--- src/rtl/fir_seq_pkg.sv ---
// Shared types and constants for the FIR next_dv sequencer.
// Optional overrun counters are enabled by FIR_SEQ_OVERRUN_EN.
package fir_seq_pkg;

  typedef enum logic [1:0] {
    IDLE  = 2'd0,
    FLUSH = 2'd1,
    FILL  = 2'd2,
    RUN   = 2'd3
  } seq_state_t;

  localparam int SEQ_MIN_DIV = 1;
  localparam int OVR_CNT_W   = 16;

endpackage

--- src/rtl/fir_dv_sequencer_if.sv ---
// Config, source-valid and FIR-control bundle of the sequencer.
// FIR_SEQ_OVERRUN_EN adds the ovr_flag / ovr_count signals.
interface fir_dv_sequencer_if #(
  parameter int DIV_WIDTH = 16
);

  logic [DIV_WIDTH-1:0] cfg_div;
  logic                 cfg_load;
  logic                 src_tvalid;
  logic                 next_dv;
  logic                 fir_tvalid;
  logic                 out_tvalid;
  logic [1:0]           seq_state;
`ifdef FIR_SEQ_OVERRUN_EN
  logic                 ovr_flag;
  logic [fir_seq_pkg::OVR_CNT_W-1:0] ovr_count;

  modport master (
    output cfg_div, cfg_load, src_tvalid,
    input  next_dv, fir_tvalid, out_tvalid,
    input  seq_state, ovr_flag, ovr_count
  );

  modport slave (
    input  cfg_div, cfg_load, src_tvalid,
    output next_dv, fir_tvalid, out_tvalid,
    output seq_state, ovr_flag, ovr_count
  );
`else
  modport master (
    output cfg_div, cfg_load, src_tvalid,
    input  next_dv, fir_tvalid, out_tvalid,
    input  seq_state
  );

  modport slave (
    input  cfg_div, cfg_load, src_tvalid,
    output next_dv, fir_tvalid, out_tvalid,
    output seq_state
  );
`endif

endinterface

--- src/rtl/fir_dv_strobe_gen.sv ---
// Programmable prescaler producing the one-cycle next_dv strobe
// and the tick on its falling edge.
module fir_dv_strobe_gen
  import fir_seq_pkg::*;
#(
  parameter int DIV_WIDTH = 16
) (
  input  logic                 a_clk,
  input  logic                 reset,
  input  logic [DIV_WIDTH-1:0] cfg_div,
  input  logic                 cfg_load,
  output logic                 next_dv,
  output logic                 tick
);

  localparam logic [DIV_WIDTH-1:0] MIN_DIV = DIV_WIDTH'(SEQ_MIN_DIV);
  localparam logic [DIV_WIDTH-1:0] ONE     = DIV_WIDTH'(1);

  logic [DIV_WIDTH-1:0] div_reg;
  logic [DIV_WIDTH-1:0] cnt;
  logic [DIV_WIDTH-1:0] div_clamp;

  assign div_clamp = (cfg_div < MIN_DIV) ? MIN_DIV : cfg_div;

  always_ff @(posedge a_clk or posedge reset) begin
    if (reset) begin
      div_reg <= MIN_DIV;
      cnt     <= '0;
      next_dv <= 1'b0;
    end else if (cfg_load) begin
      div_reg <= div_clamp;
      cnt     <= '0;
      next_dv <= 1'b0;
    end else if (cnt == div_reg) begin
      cnt     <= '0;
      next_dv <= 1'b1;
    end else begin
      cnt     <= cnt + ONE;
      next_dv <= 1'b0;
    end
  end

  // Edge where next_dv falls; a coincident load wins.
  assign tick = next_dv & ~cfg_load;

endmodule

--- src/rtl/fir_dv_sequencer.sv ---
// Sequences flush / fill / run of the boxcar FIR on next_dv ticks.
// FIR_SEQ_OVERRUN_EN adds sticky overrun flag and counter.
module fir_dv_sequencer
  import fir_seq_pkg::*;
#(
  parameter int FIR_DECI   = 64,
  parameter int FIR_DECI_L = 6,
  parameter int DIV_WIDTH  = 16
) (
  input logic               a_clk,
  input logic               reset,
  fir_dv_sequencer_if.slave bus
);

  localparam int CW = FIR_DECI_L + 1;
  localparam logic [CW-1:0] WIN  = CW'(FIR_DECI);
  localparam logic [CW-1:0] ONE  = CW'(1);

  seq_state_t    state, state_n;
  logic [CW-1:0] scnt, scnt_n, scnt_inc;
  logic          fir_q, fir_n;
  logic          out_q, out_n;
  logic          tick;

  fir_dv_strobe_gen #(
    .DIV_WIDTH(DIV_WIDTH)
  ) u_strobe (
    .a_clk   (a_clk),
    .reset   (reset),
    .cfg_div (bus.cfg_div),
    .cfg_load(bus.cfg_load),
    .next_dv (bus.next_dv),
    .tick    (tick)
  );

  always_ff @(posedge a_clk or posedge reset) begin
    if (reset) begin
      state <= IDLE;
      scnt  <= '0;
      fir_q <= 1'b0;
      out_q <= 1'b0;
    end else begin
      state <= state_n;
      scnt  <= scnt_n;
      fir_q <= fir_n;
      out_q <= out_n;
    end
  end

  always_comb begin
    state_n  = state;
    scnt_n   = scnt;
    fir_n    = fir_q;
    out_n    = out_q;
    scnt_inc = scnt + ONE;
    if (bus.cfg_load) begin
      state_n = IDLE;
      scnt_n  = '0;
      fir_n   = 1'b0;
      out_n   = 1'b0;
    end else if (tick) begin
      unique case (state)
        IDLE: begin
          fir_n = 1'b0;
          out_n = 1'b0;
          if (bus.src_tvalid) begin
            state_n = FLUSH;
            scnt_n  = '0;
          end
        end
        FLUSH: begin
          fir_n  = 1'b0;
          out_n  = 1'b0;
          scnt_n = scnt_inc;
          // Flush always completes; source decides where it lands.
          if (scnt_inc == WIN) begin
            scnt_n  = '0;
            state_n = bus.src_tvalid ? FILL : IDLE;
            fir_n   = bus.src_tvalid;
          end
        end
        FILL: begin
          if (!bus.src_tvalid) begin
            state_n = IDLE;
            fir_n   = 1'b0;
            out_n   = 1'b0;
          end else begin
            scnt_n = scnt_inc;
            if (scnt_inc == WIN) begin
              state_n = RUN;
              out_n   = 1'b1;
            end
          end
        end
        RUN: begin
          if (!bus.src_tvalid) begin
            state_n = IDLE;
            fir_n   = 1'b0;
            out_n   = 1'b0;
          end
        end
      endcase
    end
  end

  assign bus.fir_tvalid = fir_q;
  assign bus.out_tvalid = out_q;
  assign bus.seq_state  = state;

`ifdef FIR_SEQ_OVERRUN_EN
  logic                 ovr_evt;
  logic                 ovr_flag_q;
  logic [OVR_CNT_W-1:0] ovr_cnt_q;

  assign ovr_evt = tick & (state == RUN) & ~bus.src_tvalid;

  always_ff @(posedge a_clk or posedge reset) begin
    if (reset) begin
      ovr_flag_q <= 1'b0;
      ovr_cnt_q  <= '0;
    end else if (bus.cfg_load) begin
      ovr_flag_q <= 1'b0;
      ovr_cnt_q  <= '0;
    end else if (ovr_evt) begin
      ovr_flag_q <= 1'b1;
      if (ovr_cnt_q != '1)
        ovr_cnt_q <= ovr_cnt_q + OVR_CNT_W'(1);
    end
  end

  assign bus.ovr_flag  = ovr_flag_q;
  assign bus.ovr_count = ovr_cnt_q;
`endif

endmodule

--- src/flat_wrapper.sv ---
// flat-port wrapper written by rule: the top's interface ports become plain ports
module fir_dv_sequencer_flat import fir_seq_pkg::*;
#(
  parameter int FIR_DECI   = 64,
  parameter int FIR_DECI_L = 6,
  parameter int DIV_WIDTH  = 16
)
  (a_clk, reset, bus_cfg_div, bus_cfg_load, bus_src_tvalid, bus_next_dv, bus_fir_tvalid, bus_out_tvalid, bus_seq_state);
  fir_dv_sequencer_if #(.DIV_WIDTH(DIV_WIDTH)) bus_i ();
  input logic a_clk;
  input logic reset;
  input wire logic [$bits(bus_i.cfg_div)-1:0] bus_cfg_div;
  input wire logic [$bits(bus_i.cfg_load)-1:0] bus_cfg_load;
  input wire logic [$bits(bus_i.src_tvalid)-1:0] bus_src_tvalid;
  output wire logic [$bits(bus_i.next_dv)-1:0] bus_next_dv;
  output wire logic [$bits(bus_i.fir_tvalid)-1:0] bus_fir_tvalid;
  output wire logic [$bits(bus_i.out_tvalid)-1:0] bus_out_tvalid;
  output wire logic [$bits(bus_i.seq_state)-1:0] bus_seq_state;
  assign bus_i.cfg_div = bus_cfg_div;
  assign bus_i.cfg_load = bus_cfg_load;
  assign bus_i.src_tvalid = bus_src_tvalid;
  assign bus_next_dv = bus_i.next_dv;
  assign bus_fir_tvalid = bus_i.fir_tvalid;
  assign bus_out_tvalid = bus_i.out_tvalid;
  assign bus_seq_state = bus_i.seq_state;
  fir_dv_sequencer #(.FIR_DECI(FIR_DECI), .FIR_DECI_L(FIR_DECI_L), .DIV_WIDTH(DIV_WIDTH)) u_core (.a_clk(a_clk), .reset(reset), .bus(bus_i));
endmodule
--- config.mk ---
export PLATFORM = sky130hd
export DESIGN_NAME = fir_dv_sequencer_flat
export DESIGN_NICKNAME = d
export VERILOG_FILES = /design/src/rtl/fir_seq_pkg.sv /design/src/rtl/fir_dv_sequencer_if.sv /design/src/rtl/fir_dv_strobe_gen.sv /design/src/rtl/fir_dv_sequencer.sv /design/src/flat_wrapper.sv
export SDC_FILE = /design/constraint.sdc
export NUM_CORES = 1
export LEC_CHECK = 0
export CORE_ASPECT_RATIO = 1.75
export CORE_MARGIN = 1.5
export CORE_UTILIZATION = 40
export DETAILED_ROUTE_END_ITERATION = 10
export GPL_TIMING_DRIVEN = 0
export HOLD_SLACK_MARGIN = 0.03
export PLACE_DENSITY = 0.7
export SETUP_SLACK_MARGIN = 0.3
export SYNTH_ARGS = -nofsm -noshare
export SYNTH_HDL_FRONTEND = slang
export SYNTH_SLANG_ARGS = --single-unit
--- constraint.sdc ---
create_clock -name a_clk -period 1.9 [get_ports a_clk]
set_input_delay 0.38 -clock a_clk [delete_from_list [all_inputs] [get_ports a_clk]]
set_output_delay 0.38 -clock a_clk [all_outputs]
set_load 0.01 [all_outputs]
==> qor.log <==
[routing] post-detailed-route via-to-cell ratio 5.23
[setup_path] Critical Path Stages 6
[logic_synthesis] number of synthesized register bits 44
[routing] number of DRC violations after detailed-routing iteration 0 40
[grt] total global-route track usage 18.0%
[logic_synthesis] synthesis warning total 0
[floorplan] width of the die 60.9 µm
[timing] Fmax achieved 570 MHz
[floorplan] Starting Density 41.7%
[finish] highest-count cells in the layout ignoring fill and taps 37 x dfrtp_1, 26 x xor2_1, 25 x nor2_1
[grt] GR Util met2 32.0%
[logic_synthesis] EDFF count, synth 0
[logic_synthesis] async set or reset register ratio after synthesis 100%
[floorplan] number of top-level pins 25
[logic_synthesis] sequential fraction of the synthesis area 47.0%
[power] leakage power 1.28 nW
[timing] Setup violations, final 0
[finish] Layout area overhead 27.9%
[logic_synthesis] Post-Synthesis Mean Instance Area 10.5 µm²
[setup_path] maximum fanout along the worst path 7
[finish] commonest non-fill, non-tap cell in the layout dfrtp_1
[clock_tree] CTS tree yes
[routing] number of antenna-violating nets in the routed design 0
[setup_path] destination of the critical timing path u_core.scnt[5]
[timing] number of hold-slack violations in the final timing report 0
[logic_synthesis] post-synth design cell area 0.00235 mm²
[placed_design] HPWL after detailed placement 3780 µm
[setup_path] data arrival time of the critical path 1970 ps
[floorplan] Site Rows 36
[setup_path] launch point of the critical path u_core.bus.seq_state[0]
[clock_tree] number of clock buffers inserted by TritonCTS 5
[clock_tree] insertion delay to the later sink of the worst-skew pair 290 ps
[finish] Antenna Cells 0
[power] total power 0.00180 W
[logic_synthesis] Cell variety after synth 44
[clock_tree] clock tree root driver cell clkbuf_8
[floorplan] die height 104 µm
[grt] overall overflow remaining after global route 0
[routing] post-detailed-route DRC marker count 0
[setup_path] Crit. End Element flip-flop
[logic_synthesis] number of nets produced by synthesis 250
[setup_path] data required time at the worst endpoint 2120 ps
[run_status] status finished clean
[grt] met3 usage 2.86%
[routing] iteration count of the initial detailed-routing pass 4
[setup_path] cell-by-cell trace of the critical path inv_4 -> ha_4 -> nor2_1 -> or3b_4 -> or4_1 -> o21ai_1
[timing] headroom to the max-slew limit 66.1%
[worst_hold_path] worst hold path class in -> async
[timing] worst path setup slack after routing 146 ps
[setup_path] count of buffer and inverter cells on the critical path 1
[grt] first-pass GRT wire length 8630 µm
[job] number of maximum-capacitance constraint violations 0
[setup_path] cell with the largest stage delay on the worst path dfrtp_2
[setup_path] CP Launch Type flip-flop
[power] pwr dens 601 mW/mm²
[grt] number of antenna violations at the first check in global routing 0
[grt] routing layer with the top usage in global route met2
[routing] WL per Instance 14.9 µm
[power] internal power 0.00138 W
[setup_path] number of cells on the worst reg-to-reg path 6
[finish] fill cell total of the finished layout 525
[setup_path] peak per-stage delay on the critical path 430 ps
[floorplan] DIE AREA 0.00635 mm²
[placed_design] routability congestion estimate from global placement 0.853
[grt] number of global-route vias before repair 1896
[power] Net Switching 0.000422 W
[clock_tree] clk sinks 44
[setup_path] setup slack of the worst register-to-register path 150 ps
[timing] ratio of final minimum period to clock period 92.3%
[power] fraction of power consumed by combinational cells 10.7%
[timing] unrepaired setup endpoints after global routing yes
[placed_design] number of buffer cells added on primary ports 23
[timing] Slew Limit Fails 0
[finish] share of post-route cells with drive strength above 1 26.1%
[setup_path] origin of the critical flop-to-flop path u_core.bus.seq_state[0]
[power] portion of total power attributed to the clock network 33.1%
[clock_tree] level count of the clock H-tree 2
[grt] met1 Track Usage GR 20.3%
[placed_design] setup slack after placement -132 ps
[setup_path] Worst R2R End u_core.scnt[5]
[power] switching portion of total power 23.4%
[setup_path] critical path's top delay family simple AND/OR/NAND/NOR gates
[logic_synthesis] Mapped Cells 224
[setup_path] Worst Path Class, Setup reg -> reg
[power] sequential share of power 56.2%
[timing] Period minus WS final 1750 ps
[floorplan] Core Area 0.00563 mm²
[routing] count of vias placed by the detailed router 1820
[power] largest vdd supply drop 0.000694 V
[logic_synthesis] Post-synth top flop dfrtp_1
[timing] slew at the pin closest to its max-slew limit 509 ps
[grt] maximum number of pins on one net before global-route repair 43
[clock_tree] maximum buffer depth of the clock tree 2
[timing] worst clock skew 2.66 ps
[clock_tree] Clk pin slew, worst setup/hold paths 80 ps
[finish] net count reported at finish 297
[routing] routed wire length 5200 µm
[what timing repair did]
item,4_1_cts,5_1_grt
gates resized for setup,7,9
buffers inserted,13,3
pin swaps,3,3
hold buffers,0,0
setup endpoints to repair,24,27
[Yosys cell counts, types with 2 or more instances]
library cell / number / share of area (%)
and3_1: 2 / 0.53
buf_6: 2 / 0.96
nor2_1: 25 / 4.0
clkbuf_1: 2 / 0.32
mux2_2: 15 / 7.2
xor2_1: 26 / 9.7
xnor2_1: 4 / 1.5
o21ai_0: 8 / 1.7
dfrtp_1: 43 / 46
ha_1: 6 / 3.2
nor4_1: 8 / 2.1
a21oi_1: 9 / 1.9
and4_1: 5 / 1.9
nor3_1: 2 / 0.43
nand4_1: 4 / 1.1
nand2_1: 16 / 2.6
inv_1: 8 / 1.3
nand3_1: 13 / 2.8
[power groups by stage]
stage	registers (W)	clock network, W	logic (W)
final	0.00101	0.000598	0.000192
after global routing	0.00102	0.000653	0.000215
after CTS	0.00101	0.000615	0.000192
after detailed placement	0.00103	0	0.000184
after global placement	0.00103	0	0.000176
after floorplan	0.00102	0	0.000112
[area by class of cell]
cell class | count | area [µm²] | area share (%)
buffer | 6 | 48.8 | 1.63
clock buffer | 8 | 90.1 | 3.00
inverter | 8 | 35.0 | 1.17
multi-input combinational | 166 | 1250 | 41.8
sequential | 44 | 1110 | 37.0
tap | 76 | 95.1 | 3.17
timing repair buffer | 40 | 368 | 12.3
[metrics by stage]
step | hold slack [ps] | cell area (µm²) | instances | TNS [ps] | util, %
2_1_floorplan | 473 | 2410 | 224 | 0 | -
3_3_place_gp | 487 | 2740 | 323 | -19970 | 48.6
3_5_place_dp | 486 | 2760 | 324 | -215 | 49.0
4_1_cts | 262 | 2960 | 345 | 0 | 52.5
5_1_grt | 267 | 3000 | 348 | 0 | 53.3
6_report | 265 | 3000 | 348 | 0 | 53.3
[cells by family after synthesis]
kind of cell,after synthesis,synth area share (%)
XOR/XNOR,30,11.2
flip-flops,44,47.0
AO/OA/AOI/OAI,31,9.07
adder cells (fa/ha/maj),6,3.20
buffers and inverters,14,2.99
AND/OR/NAND/NOR,83,18.7
multiplexers,16,7.84
[how the worst min path moves through the flow]
stage | start | to | slack, ps
3_5_place_dp | u_core.u_strobe.div_reg[0] | u_core.u_strobe.div_reg[0] | 490
2_1_floorplan | u_core.u_strobe.div_reg[0] | u_core.u_strobe.div_reg[0] | 470
4_1_cts | reset | u_core.scnt[0] | 260
5_1_grt | reset | u_core.scnt[0] | 270
3_3_place_gp | u_core.u_strobe.div_reg[0] | u_core.u_strobe.div_reg[0] | 490
6_report | reset | u_core.scnt[0] | 270
[routing by layer]
layer,wire [µm],part of all wire [%]
met5,0,0
met4,144,2.8
met3,131,2.5
met2,2930,56
met1,1990,38
Power figures use the tool's default switching activity.
